[src/rtl/disp_priority_scan_ctrl.sv]
// disp_priority_scan_ctrl
//   Scans a 4-digit multiplexed 7-segment display and arbitrates it between a
//   high-priority (hi) and a low-priority (lo) requester. Ownership only changes
//   at frame boundaries so an image is never torn, and a newly granted source
//   keeps the display for at least HOLD_FRAMES frames.
// Ports
//   clk, reset_n          clock (rising edge), asynchronous active-low reset
//   hi_req/hi_data/hi_dp  hi requester: request, 4 hex nibbles, 4 decimal points
//   lo_req/lo_data/lo_dp  lo requester: same layout
//   an                    active-low anodes, an[i]=0 lights digit i
//   sseg                  active-low cathodes {dp,g,f,e,d,c,b,a}
//   owner                 00 idle, 01 lo, 10 hi
//   frame_tick            one-cycle pulse in the cycle after each frame boundary

// hex_to_sseg: nibble + decimal point to active-low {dp,g..a}
module hex_to_sseg (
   input  logic [3:0] hex,
   input  logic       dp,
   output logic [7:0] sseg
);
   always_comb begin
      sseg[7] = ~dp;
      case (hex)
         4'h0: sseg[6:0] = 7'h40;
         4'h1: sseg[6:0] = 7'h79;
         4'h2: sseg[6:0] = 7'h24;
         4'h3: sseg[6:0] = 7'h30;
         4'h4: sseg[6:0] = 7'h19;
         4'h5: sseg[6:0] = 7'h12;
         4'h6: sseg[6:0] = 7'h02;
         4'h7: sseg[6:0] = 7'h78;
         4'h8: sseg[6:0] = 7'h00;
         4'h9: sseg[6:0] = 7'h10;
         4'ha: sseg[6:0] = 7'h08;
         4'hb: sseg[6:0] = 7'h03;
         4'hc: sseg[6:0] = 7'h46;
         4'hd: sseg[6:0] = 7'h21;
         4'he: sseg[6:0] = 7'h06;
         default: sseg[6:0] = 7'h0e;
      endcase
   end
endmodule

module disp_priority_scan_ctrl #(
   parameter int unsigned DIGIT_TICKS = 65536,
   parameter int unsigned HOLD_FRAMES = 2
) (
   input  logic        clk,
   input  logic        reset_n,
   input  logic        hi_req,
   input  logic [15:0] hi_data,
   input  logic [3:0]  hi_dp,
   input  logic        lo_req,
   input  logic [15:0] lo_data,
   input  logic [3:0]  lo_dp,
   output logic [3:0]  an,
   output logic [7:0]  sseg,
   output logic [1:0]  owner,
   output logic        frame_tick
);
   localparam int unsigned TW = (DIGIT_TICKS > 1) ? $clog2(DIGIT_TICKS) : 1;
   localparam int unsigned HW = (HOLD_FRAMES > 1) ? $clog2(HOLD_FRAMES) : 1;
   localparam logic [TW-1:0] TICK_LAST = TW'(DIGIT_TICKS - 1);
   localparam logic [HW-1:0] HOLD_INIT = HW'(HOLD_FRAMES - 1);

   typedef enum logic [1:0] {
      ST_IDLE = 2'b00,
      ST_LO   = 2'b01,
      ST_HI   = 2'b10
   } state_t;

   state_t         state, state_d;
   logic [TW-1:0]  tick;
   logic [1:0]     digit;
   logic [HW-1:0]  hold, hold_d;
   logic [15:0]    snap_data, snap_data_d;
   logic [3:0]     snap_dp, snap_dp_d;
   logic           frame_end;
   logic [3:0]     cur_nib;
   logic           cur_dp;
   logic [7:0]     dec_sseg;

   assign frame_end = (tick == TICK_LAST) && (digit == 2'd3);

   // scan counters
   always_ff @(posedge clk or negedge reset_n) begin
      if (!reset_n) begin
         tick  <= '0;
         digit <= '0;
      end else if (tick == TICK_LAST) begin
         tick  <= '0;
         digit <= digit + 2'd1;
      end else begin
         tick <= tick + 1'b1;
      end
   end

   // arbitration state, hold counter and snapshot
   always_ff @(posedge clk or negedge reset_n) begin
      if (!reset_n) begin
         state     <= ST_IDLE;
         hold      <= '0;
         snap_data <= '0;
         snap_dp   <= '0;
      end else begin
         state     <= state_d;
         hold      <= hold_d;
         snap_data <= snap_data_d;
         snap_dp   <= snap_dp_d;
      end
   end

   always_comb begin
      state_d     = state;
      hold_d      = hold;
      snap_data_d = snap_data;
      snap_dp_d   = snap_dp;
      if (frame_end) begin
         case (state)
            ST_IDLE: begin
               if (hi_req)      state_d = ST_HI;
               else if (lo_req) state_d = ST_LO;
            end
            ST_LO: begin
               // hi preempts lo even while lo's hold is still running
               if (hi_req)                      state_d = ST_HI;
               else if (hold == '0 && !lo_req)  state_d = ST_IDLE;
            end
            ST_HI: begin
               if (hold == '0 && !hi_req) state_d = lo_req ? ST_LO : ST_IDLE;
            end
            default: state_d = ST_IDLE;
         endcase

         if (state_d == ST_IDLE)     hold_d = '0;
         else if (state_d != state)  hold_d = HOLD_INIT;
         else if (hold != '0)        hold_d = hold - 1'b1;

         // a held source whose request has dropped keeps its last image
         if (state_d == ST_HI && hi_req) begin
            snap_data_d = hi_data;
            snap_dp_d   = hi_dp;
         end else if (state_d == ST_LO && lo_req) begin
            snap_data_d = lo_data;
            snap_dp_d   = lo_dp;
         end
      end
   end

   assign cur_nib = snap_data[{digit, 2'b00} +: 4];
   assign cur_dp  = snap_dp[digit];

   hex_to_sseg u_dec (
      .hex  (cur_nib),
      .dp   (cur_dp),
      .sseg (dec_sseg)
   );

   // registered pin drivers
   always_ff @(posedge clk or negedge reset_n) begin
      if (!reset_n) begin
         an         <= '1;
         sseg       <= '1;
         owner      <= 2'b00;
         frame_tick <= 1'b0;
      end else begin
         if (state == ST_IDLE) begin
            an   <= '1;
            sseg <= '1;
         end else begin
            an   <= ~(4'b0001 << digit);
            sseg <= dec_sseg;
         end
         owner      <= state_d;
         frame_tick <= frame_end;
      end
   end
endmodule

[config.mk]
export PLATFORM = sky130hd
export DESIGN_NAME = disp_priority_scan_ctrl
export DESIGN_NICKNAME = d
export VERILOG_FILES = /design/src/rtl/disp_priority_scan_ctrl.sv
export SDC_FILE = /design/constraint.sdc
export NUM_CORES = 1
export LEC_CHECK = 0
export ABC_CLOCK_PERIOD_IN_PS = 2250
export BUFFER_PORTS_ARGS = -buffer_cell sky130_fd_sc_hd__buf_4
export CAP_MARGIN = 20
export CORE_MARGIN = 2
export CORE_UTILIZATION = 55
export DETAILED_ROUTE_END_ITERATION = 8
export GPL_TIMING_DRIVEN = 0
export PLACE_DENSITY = 0.86
export SETUP_SLACK_MARGIN = 0.5
export SLEW_MARGIN = 20
export SYNTH_ARGS = -nofsm -noshare
export SYNTH_HDL_FRONTEND = slang
export SYNTH_SLANG_ARGS = --single-unit
[constraint.sdc]
create_clock -name clk -period 2.25 [get_ports clk]
set_clock_uncertainty 0.1 [all_clocks]
set_input_delay 0.225 -clock clk [delete_from_list [all_inputs] [get_ports clk]]
set_output_delay 0.225 -clock clk [all_outputs]
set_load 0.005 [all_outputs]
# Word level (Yosys, flattened, before mapping)

Memory sizes are Yosys's and may differ from the RTL's.
Index checks and enable logic that the tools add are counted.

$lt $le $gt $ge: 1
Shift operators: 2
Mux-type cells: 20
Bitwise gates (word level): 3
Add/subtract/negate cells: 3
Reduce and logical (&&, ||, !) cells: 11
Equality and inequality tests: 7

Operator list:

| cell                                                        | count |
|---|---|
| 2-to-1 mux 16 bit                                           | 3 |
| adder 16 x 1 -> 16 bit (second input constant)              | 1 |
| equality test 16 bit (second input constant)                | 1 |
| variable part select 16 x 5 -> 4 bit                        | 1 |
| 2-to-1 mux 2 bit                                            | 6 |
| 2-to-1 mux 4 bit                                            | 3 |
| 2-to-1 mux 8 bit                                            | 1 |
| equality test 2 bit (second input constant)                 | 3 |
| one-hot mux 2 bit (3 select lines)                          | 1 |
| logical AND 1 bit                                           | 5 |
| 2-to-1 mux 1 bit                                            | 5 |
| equality test 2 x 1 -> 1 bit (second input constant)        | 2 |
| zero test 2 bit                                             | 2 |
| NOT 4 bit                                                   | 1 |
| << shifter 1 x 2 -> 4 bit (first input constant)            | 1 |
| less-than comparator 2 x 3 -> 1 bit (second input constant) | 1 |
| adder 2 x 1 -> 2 bit (second input constant)                | 1 |
| binary-select mux 1 bit (select 2 bit)                      | 1 |
| zero test 1 bit                                             | 2 |
| != test 2 bit                                               | 1 |
| NOT 1 bit                                                   | 2 |
| AND reduction 2 bit                                         | 1 |
| nonzero test 2 bit                                          | 1 |
| subtractor 1 bit (second input constant)                    | 1 |

Bits of input ports: 44
Memories: 1
Bits in read-only memories: 112
Bits in registers: 54
Logic and storage cells: 57

Memory list:

| name             | depth | width | rd ports | clocked after Yosys merged registers in | write ports | RTL line | source |
|---|---|---|---|---|---|---|---|
| (name not given) | 16    | 7     | 1        | 0                                       | 0           | 23       | `case (hex)` |

# Depth between registers and ports, before layout

Gate-level depths: netlist of the first run.

Word-level depth: 10
Gate-level depth with buffers: 8
Gate-level depth less buffers: 7

# By module

From an unflattened synthesis of the first run, not the netlist that was laid out.

Cell total of the unflattened synthesis: 245
Area total of the unflattened synthesis: 2,885.3 um2

Modules (own cells, without submodules):

| module                  | cells each | instances | area each (um2) | seq. area each (um2) |
|---|---|---|---|---|
| disp_priority_scan_ctrl | 209        | 1         | 2,615.0         | 1,366.3 |
| hex_to_sseg             | 36         | 1         | 270.3           | 0.0 |

# Worst setup path after synthesis of the first run

No wires, ideal clock.

Path type: flip-flop to flip-flop
Start point: register tick[0]
End point: register snap_data[0]
Required time: 2,025 ps
Setup slack: 214 ps
Data arrival time: 1,811 ps
Setup time: 125 ps
Clock period less this slack: 2,036 ps
Cell stages (with the launch flop): 7
Cells stage by stage: dfrtp_1 ha_1 and3_1 nand4_2 a2111oi_4 buf_6 mux2_4

Longest elaborated chain between the ends: 3

Ends and longest elaborated chain:

| what                                 | RTL line | source |
|---|---|---|
| start, declared                      | 73       | `logic [TW-1:0] tick;` |
| start signal, assigned               | 94       | `tick <= tick + 1'b1;` |
| equality test 16 bit                 | 83       | `assign frame_end = (tick == TICK_LAST) && (digit == 2'd3);` |
| logical AND 1 bit                    | 83       |  |
| AND reduction 2 bit (no source line) | -        |  |
| end signal, assigned                 | 108      | `snap_data <= snap_data_d;` |
| end, declared                        | 76       | `logic [15:0] snap_data, snap_data_d;` |

Every way passes these cells.
A chain may end at the register's enable or synchronous reset.

# Final worst setup path of the first run

Start point: register tick[9]
End point: register snap_dp[0]

Longest elaborated chain between the ends: 3

Ends and longest elaborated chain:

| what                                 | RTL line | source |
|---|---|---|
| equality test 16 bit                 | 83       |  |
| logical AND 1 bit                    | 83       |  |
| AND reduction 2 bit (no source line) | -        |  |
| end signal, assigned                 | 109      | `snap_dp <= snap_dp_d;` |
| end, declared                        | 77       | `logic [3:0] snap_dp, snap_dp_d;` |

Every way passes these cells.

==> results of run 1 <==
==> layout by cell type (no fill, tap or decap), drive strengths merged <==
| master | count |
|---|---|
| mux4 | 5 |
| o211ai | 4 |
| o2bb2ai | 1 |
| and4 | 3 |
| o21ai | 6 |
| nand4 | 4 |
| nand4b | 1 |
| and2 | 2 |
| nand2b | 2 |
| o22ai | 1 |
| dfrtp | 42 |
| mux2 | 43 |
| ha | 11 |
| inv | 7 |
| a21oi | 8 |
| a31oi | 2 |
| a211oi | 1 |
| nand3 | 4 |
| dfstp | 12 |
| nand2 | 17 |
| xor2 | 7 |
| xnor2 | 5 |
| clkbuf | 11 |
| o31a | 1 |
| or2 | 3 |
| and3 | 5 |
| nor2 | 8 |
| a22o | 1 |
| a211o | 1 |
| a2111oi | 1 |
| dlygate4sd3 | 1 |
| or3 | 1 |
| o221ai | 2 |
| buf | 106 |
| mux2i | 1 |
| nor2b | 3 |
| nand3b | 1 |
| nor3 | 1 |
| a21boi | 1 |
| o32a | 1 |
==> per-layer routing <==
layer  global-route usage  vias up
li1                     -     1037
met1               0.3246     1152
met2               0.4465      112
met3              0.05059       23
met4              0.08545        0
met5                    0        -
==> sequential cells by signal (all words and copies together), names as in the netlist <==
register	flops
tick	16
sseg	8
frame_tick	1
owner	2
digit	2
an	4
hold	1
snap_dp	4
snap_data	16
==> cell usage after synthesis, types with 4 or more instances <==
library cell / number
ha_1: 11
xnor2_1: 5
dfstp_2: 12
o21ai_0: 6
mux2_2: 23
mux4_2: 5
a21oi_1: 8
mux2_4: 20
o211ai_1: 4
dfrtp_1: 42
nor2_1: 8
inv_1: 7
nand2_1: 17
xor2_1: 7
==> through the flow <==
step | area, µm² | total power, W
CTS | 3913 | 0.001952
detailed placement | 3545 | 0.001321
global route | 4104 | 0.002047
floorplan | 3022 | 0.001196
global placement | 3545 | 0.001313
finish | 4104 | 0.001982
==> worst register-to-register path, stage by stage (launching register included) <==
cell and delay, ns:
dfrtp_1 0.41, and4_1 0.22, buf_6 0.11, nand3_4 0.11, a2111oi_4 0.39, buf_4 0.20
buf_6 0.14, mux2_4 0.31
==> power groups by stage <==
stage	sequential (W)	clock, W	combinational, W
2_1_floorplan	0.00105	0	0.000143
6_report	0.00104	0.000625	0.000318
3_5_place_dp	0.00106	0	0.000264
4_1_cts	0.00104	0.000621	0.000292
3_3_place_gp	0.00105	0	0.000258
5_1_grt	0.00104	0.000664	0.000339
==> final cells by class <==
cell class | count | area, µm² | share of cell area
Sequential cell | 54 | 1369 | 0.3335
Multi-Input combinational cell | 158 | 1620 | 0.3948
Inverter | 7 | 33.78 | 0.008232
Buffer | 9 | 87.58 | 0.02134
Tap cell | 70 | 87.58 | 0.02134
Timing Repair Buffer | 101 | 795.8 | 0.1939
Clock buffer | 8 | 110.1 | 0.02683
==> final timing paths <==
kind,startpoint,end,slack (ns),cells after the start
min reg2reg,tick[8]$_DFF_PN0_,tick[8]$_DFF_PN0_,0.41,1
max,tick[9]$_DFF_PN0_,snap_dp[0]$_DFFE_PN0P_,0.15,7
min,hi_req,owner[0]$_DFFE_PN0P_,0.05,2
max in group asynchronous,reset_n,digit[1]$_DFFE_PN0N_,1.18,2
max reg2reg,tick[9]$_DFF_PN0_,snap_dp[0]$_DFFE_PN0P_,0.15,7
min in group asynchronous,reset_n,snap_data[15]$_DFFE_PN0P_,0.37,2
==> kinds of logic after synthesis <==
group	synth area share
AND/OR/NAND/NOR	0.1083
buffers and inverters	0.02835
multiplexers	0.2341
flip-flops	0.4691
XOR/XNOR	0.03608
AO/OA/AOI/OAI	0.07690
adder cells (fa/ha/maj)	0.04725
==> repair_timing <==
item                       4_1_cts  5_1_grt
setup endpoints to repair       30       39
pin swaps                        9        9
resized for setup               20       18
hold endpoints to repair        42        0
hold buffers                     1        0
cloned                           2        0
buffers inserted                22       18
==> flow_metrics.tcl, run 1 <==
set metrics [dict create \
    status "completed" \
    setup_viol 0 \
    fin_setup_tns_ns 0 \
    rows 26 \
    clock_latency_ns 0.31 \
    synth.area.top_cells "dfrtp_1 (36%), dfstp_2 (11%), mux2_4 (10%)" \
    synth-seq-area-share 0.4691 \
    antenna_found_initial 0 \
    grt_usage 0.2579 \
    cts.path.max_buffers 2 \
    slew_headroom 0.5502 \
    combPwrFrac 0.161 \
    fin_cells 407 \
    antenna_left 0 \
    portBuffers 58 \
    die_w_um 76.78 \
    grt_max_degree 55 \
    syn_nets 283 \
    nNetsFinal 391 \
    dr_wl_met2_mm 4.116 \
    p_sw_frac 0.2326 \
    worstPathCellList "and4_1, buf_6, nand3_4, a2111oi_4, buf_4, buf_6, mux2_4" \
    async_reset_ff_frac 1.000 \
    cts_max_level 2 \
    dpl.hpwl_mm 4.164 \
    core_area_mm2 0.005107 \
    wl_met1_mm 3.100 \
    maxCapViolations 0 \
    place_congestion 0.8510 \
    drive_above_1_share 0.6350 \
    io_pins 59 \
    via_count 2324 \
    remaining_drc_errors 0 \
    min_period_ns 2.103 \
    fin_ws_ns 0.1472 \
    slowest_stage "dfrtp_1" \
    rsz0062_at_grt "yes" \
    fmax_mhz 475.6 \
    dieArea_mm2 0.005894 \
    totalWireLength_mm 7.910 \
    yosysWarnings 0 \
    crit_top_cell "buf_6" \
    ys_seq_elements 54 \
    routed-wl-met3_um 437 \
    crit_buf_inv 3 \
    routed_via_density 5.710 \
    cp-end-kind "register" \
    synth_cell_types 46 \
    final_util 0.8035 \
    crit_required_ns 2.35 \
    worst_pin_slew_ns 0.6747 \
    dr.pass1.iters 4 \
    dp_cells 356 \
    critical_path_class "reg -> reg" \
    p_seq_frac 0.524 \
    critPathLaunchType "register" \
    overflow 0 \
    ys.flop_type "dfrtp_1" \
    yosys.area.top_type_share 0.3608 \
    hold_class "in -> reg" \
    clk_pin_slew_ns 0.10 \
    vdd_drop_max_mv 0.2884 \
    wl_per_cell_um 19.43 \
    p_int_w 0.001521 \
    clock-root-buffer "clkbuf_8" \
    die_y_um 76.78 \
    path_max_fanout 6 \
    fillCellCount 272 \
    p_switching_w 0.0004612 \
    drtIter0Drc 176 \
    holdWs_ns 0.04902 \
    finalCritPeriodShare 0.9346 \
    syn-cell-area_mm2 0.002913 \
    p_clk_frac 0.315 \
    grt_pass1_wl_mm 11.83 \
    synth_top_area_cell "dfrtp_1" \
    cts_buffers 5 \
    crit_arrival_ns 2.20 \
    p_leak_nw 1.897 \
    area_delta_synth_final_pct 40.89 \
    start_util 0.5703 \
    cts.sinks 54 \
    synthCells 228 \
    post-place-ws_ns 0.1399 \
    slew_viol_final 0 \
    pwr_density_cell_mw_per_mm2 483.1 \
    top_layer "met4" \
    crit_family "buffers and inverters" \
    syn_area_per_cell_um2 12.78 \
    cts_tree "built" \
    antenna_cells 0 \
    report.final.hold_viol_count 0 \
    crit_path_max_incr_delay_ns 0.41 \
    grt_pass1_vias 2366 \
    synth_edf_count 0 \
]
Power figures use the tool's default switching activity.
==> run 2: changes to the inputs <==
Settings changed: CORE_ASPECT_RATIO from default to 1.25, HOLD_SLACK_MARGIN from default to 0.1.
==> flow_metrics.tcl, run 2 (synthesized netlist as in run 1, its figures left out) <==
set metrics [dict create \
    crit_required_ns 2.35 \
    grt_max_degree 55 \
    slew_viol_final 0 \
    clk_pin_slew_ns 0.10 \
    p_leak_nw 1.829 \
    die_y_um 85.37 \
    antenna_left 0 \
    remaining_drc_errors 0 \
    portBuffers 58 \
    timing.rr.end "snap_data[13]$_DFFE_PN0P_" \
    clock-root-buffer "clkbuf_8" \
    dpl.hpwl_mm 4.080 \
    slowest_stage "dfrtp_1" \
    status "completed" \
    grt_pass1_wl_mm 10.81 \
    final_common_cell "buf_4" \
    vdd_drop_max_mv 0.3971 \
    path_max_fanout 5 \
    place_congestion 0.8166 \
    clock_latency_ns 0.31 \
    crit_family "flip-flops" \
    cp.depth 6 \
    maxCapViolations 0 \
    mostFrequentLayoutCells "buf_4 (84), dfrtp_1 (40), mux2_4 (22)" \
    crit_end "snap_data[13]$_DFFE_PN0P_" \
    antenna_found_initial 0 \
    cts.path.max_buffers 2 \
    min_period_ns 2.029 \
    io_pins 59 \
    wl_per_cell_um 17.89 \
    cts_buffers 5 \
    critical_path_class "reg -> reg" \
    start_util 0.5734 \
    drtIter0Drc 144 \
    grt_usage 0.2303 \
    cp-end-kind "register" \
    crit_buf_inv 2 \
    finalCritPeriodShare 0.9017 \
    nNetsFinal 382 \
    pwr_density_cell_mw_per_mm2 495.3 \
    overflow 0 \
    dieArea_mm2 0.005898 \
    startpoint "tick[12]$_DFF_PN0_" \
    critPathLaunchType "register" \
    rsz0062_at_grt "yes" \
    die_w_um 69.09 \
    grt_pass1_vias 2241 \
    rows 29 \
    slew_headroom 0.5635 \
    routed_via_density 5.659 \
    via_count 2207 \
    holdWs_ns 0.1770 \
    totalWireLength_mm 6.977 \
    dr.pass1.iters 4 \
    report.final.hold_viol_count 0 \
    reg_top3 "snap_data (16), tick (16), sseg (8)" \
    drive_above_1_share 0.5976 \
    core_area_mm2 0.005080 \
    worst_pin_slew_ns 0.6548 \
    min_from "hi_dp[3]" \
    setup_viol 0 \
    crit_arrival_ns 2.13 \
    ff2ff_setup_slack_ns 0.22 \
    r2r-start "tick[12]$_DFF_PN0_" \
    worstPathCellList "and4_1, nand3_4, a2111oi_4, buf_6, clkbuf_16, mux2_4" \
    cts.sinks 54 \
    crit_path_max_incr_delay_ns 0.42 \
    area_delta_synth_final_pct 37.80 \
    antenna_cells 0 \
    fin_setup_tns_ns 0 \
    rr_worst_depth 6 \
    cts_tree "built" \
    cts_max_level 2 \
    fmax_mhz 492.9 \
    hold_class "in -> reg" \
]
==> run 2: layer usage <==
layer	part of all wire	routed length, µm	vias up	global-route usage
li1	-	-	1013	-
met1	0.39	2740	1102	0.2827
met2	0.54	3756	78	0.4100
met3	0.045	312	14	0.03919
met4	0.024	168	0	0.08021
met5	0	0	-	0
==> run 2: worst min-delay path: stages <==
cell	delay, ns
buf_4	0.07
mux2_2	0.13
mux2_4	0.13
==> run 2: cell type report <==
type / instances / area (µm²)
Multi-Input combinational cell: 158 / 1594
Clock inverter: 2 / 37.54
Clock buffer: 6 / 72.57
Sequential cell: 54 / 1369
Inverter: 7 / 31.28
Timing Repair Buffer: 92 / 742.0
Buffer: 9 / 90.09
Fill cell: 279 / 1066
Tap cell: 62 / 77.57
==> run 2: report_power, final <==
part	switching (W)	internal, W	leakage, nW
logic	0.000118	0.000182	1.11
clock network	0.000316	0.000332	0.0514
registers	0.0000200	0.00102	0.665
total	0.000454	0.00153	1.83
==> run 2: stage by stage <==
step	power (W)	cell area, µm²	utilization	cells	worst slack (ns)
6_report	0.001988	4014	0.7901	390	0.2213
5_1_grt	0.002062	4014	0.7901	390	0.1241
4_1_cts	0.001969	3789	0.7458	371	0.1954
3_5_place_dp	0.001323	3535	0.6958	348	0.1064
3_3_place_gp	0.001313	3535	0.6958	348	0.1646
2_1_floorplan	0.001196	3022	-	228	0.3299
==> run 2: worst min-delay path by stage <==
stage,cells after the start,endpoint
finish,3,snap_dp[3]$_DFFE_PN0P_
CTS,3,snap_data[5]$_DFFE_PN0P_
global placement,1,snap_data[11]$_DFFE_PN0P_
floorplan,0,digit[0]$_DFFE_PN0N_
detailed placement,1,snap_data[11]$_DFFE_PN0P_
global route,3,snap_data[5]$_DFFE_PN0P_
==> run 2: repair_timing <==
action / 4_1_cts / 5_1_grt
pin swaps: 5 / 7
cloned: 2 / 1
hold buffers: 2 / 0
buffers inserted: 11 / 18
endpoints found under the setup margin: 29 / 37
hold endpoints to repair: 43 / 0
gates resized for setup: 10 / 15
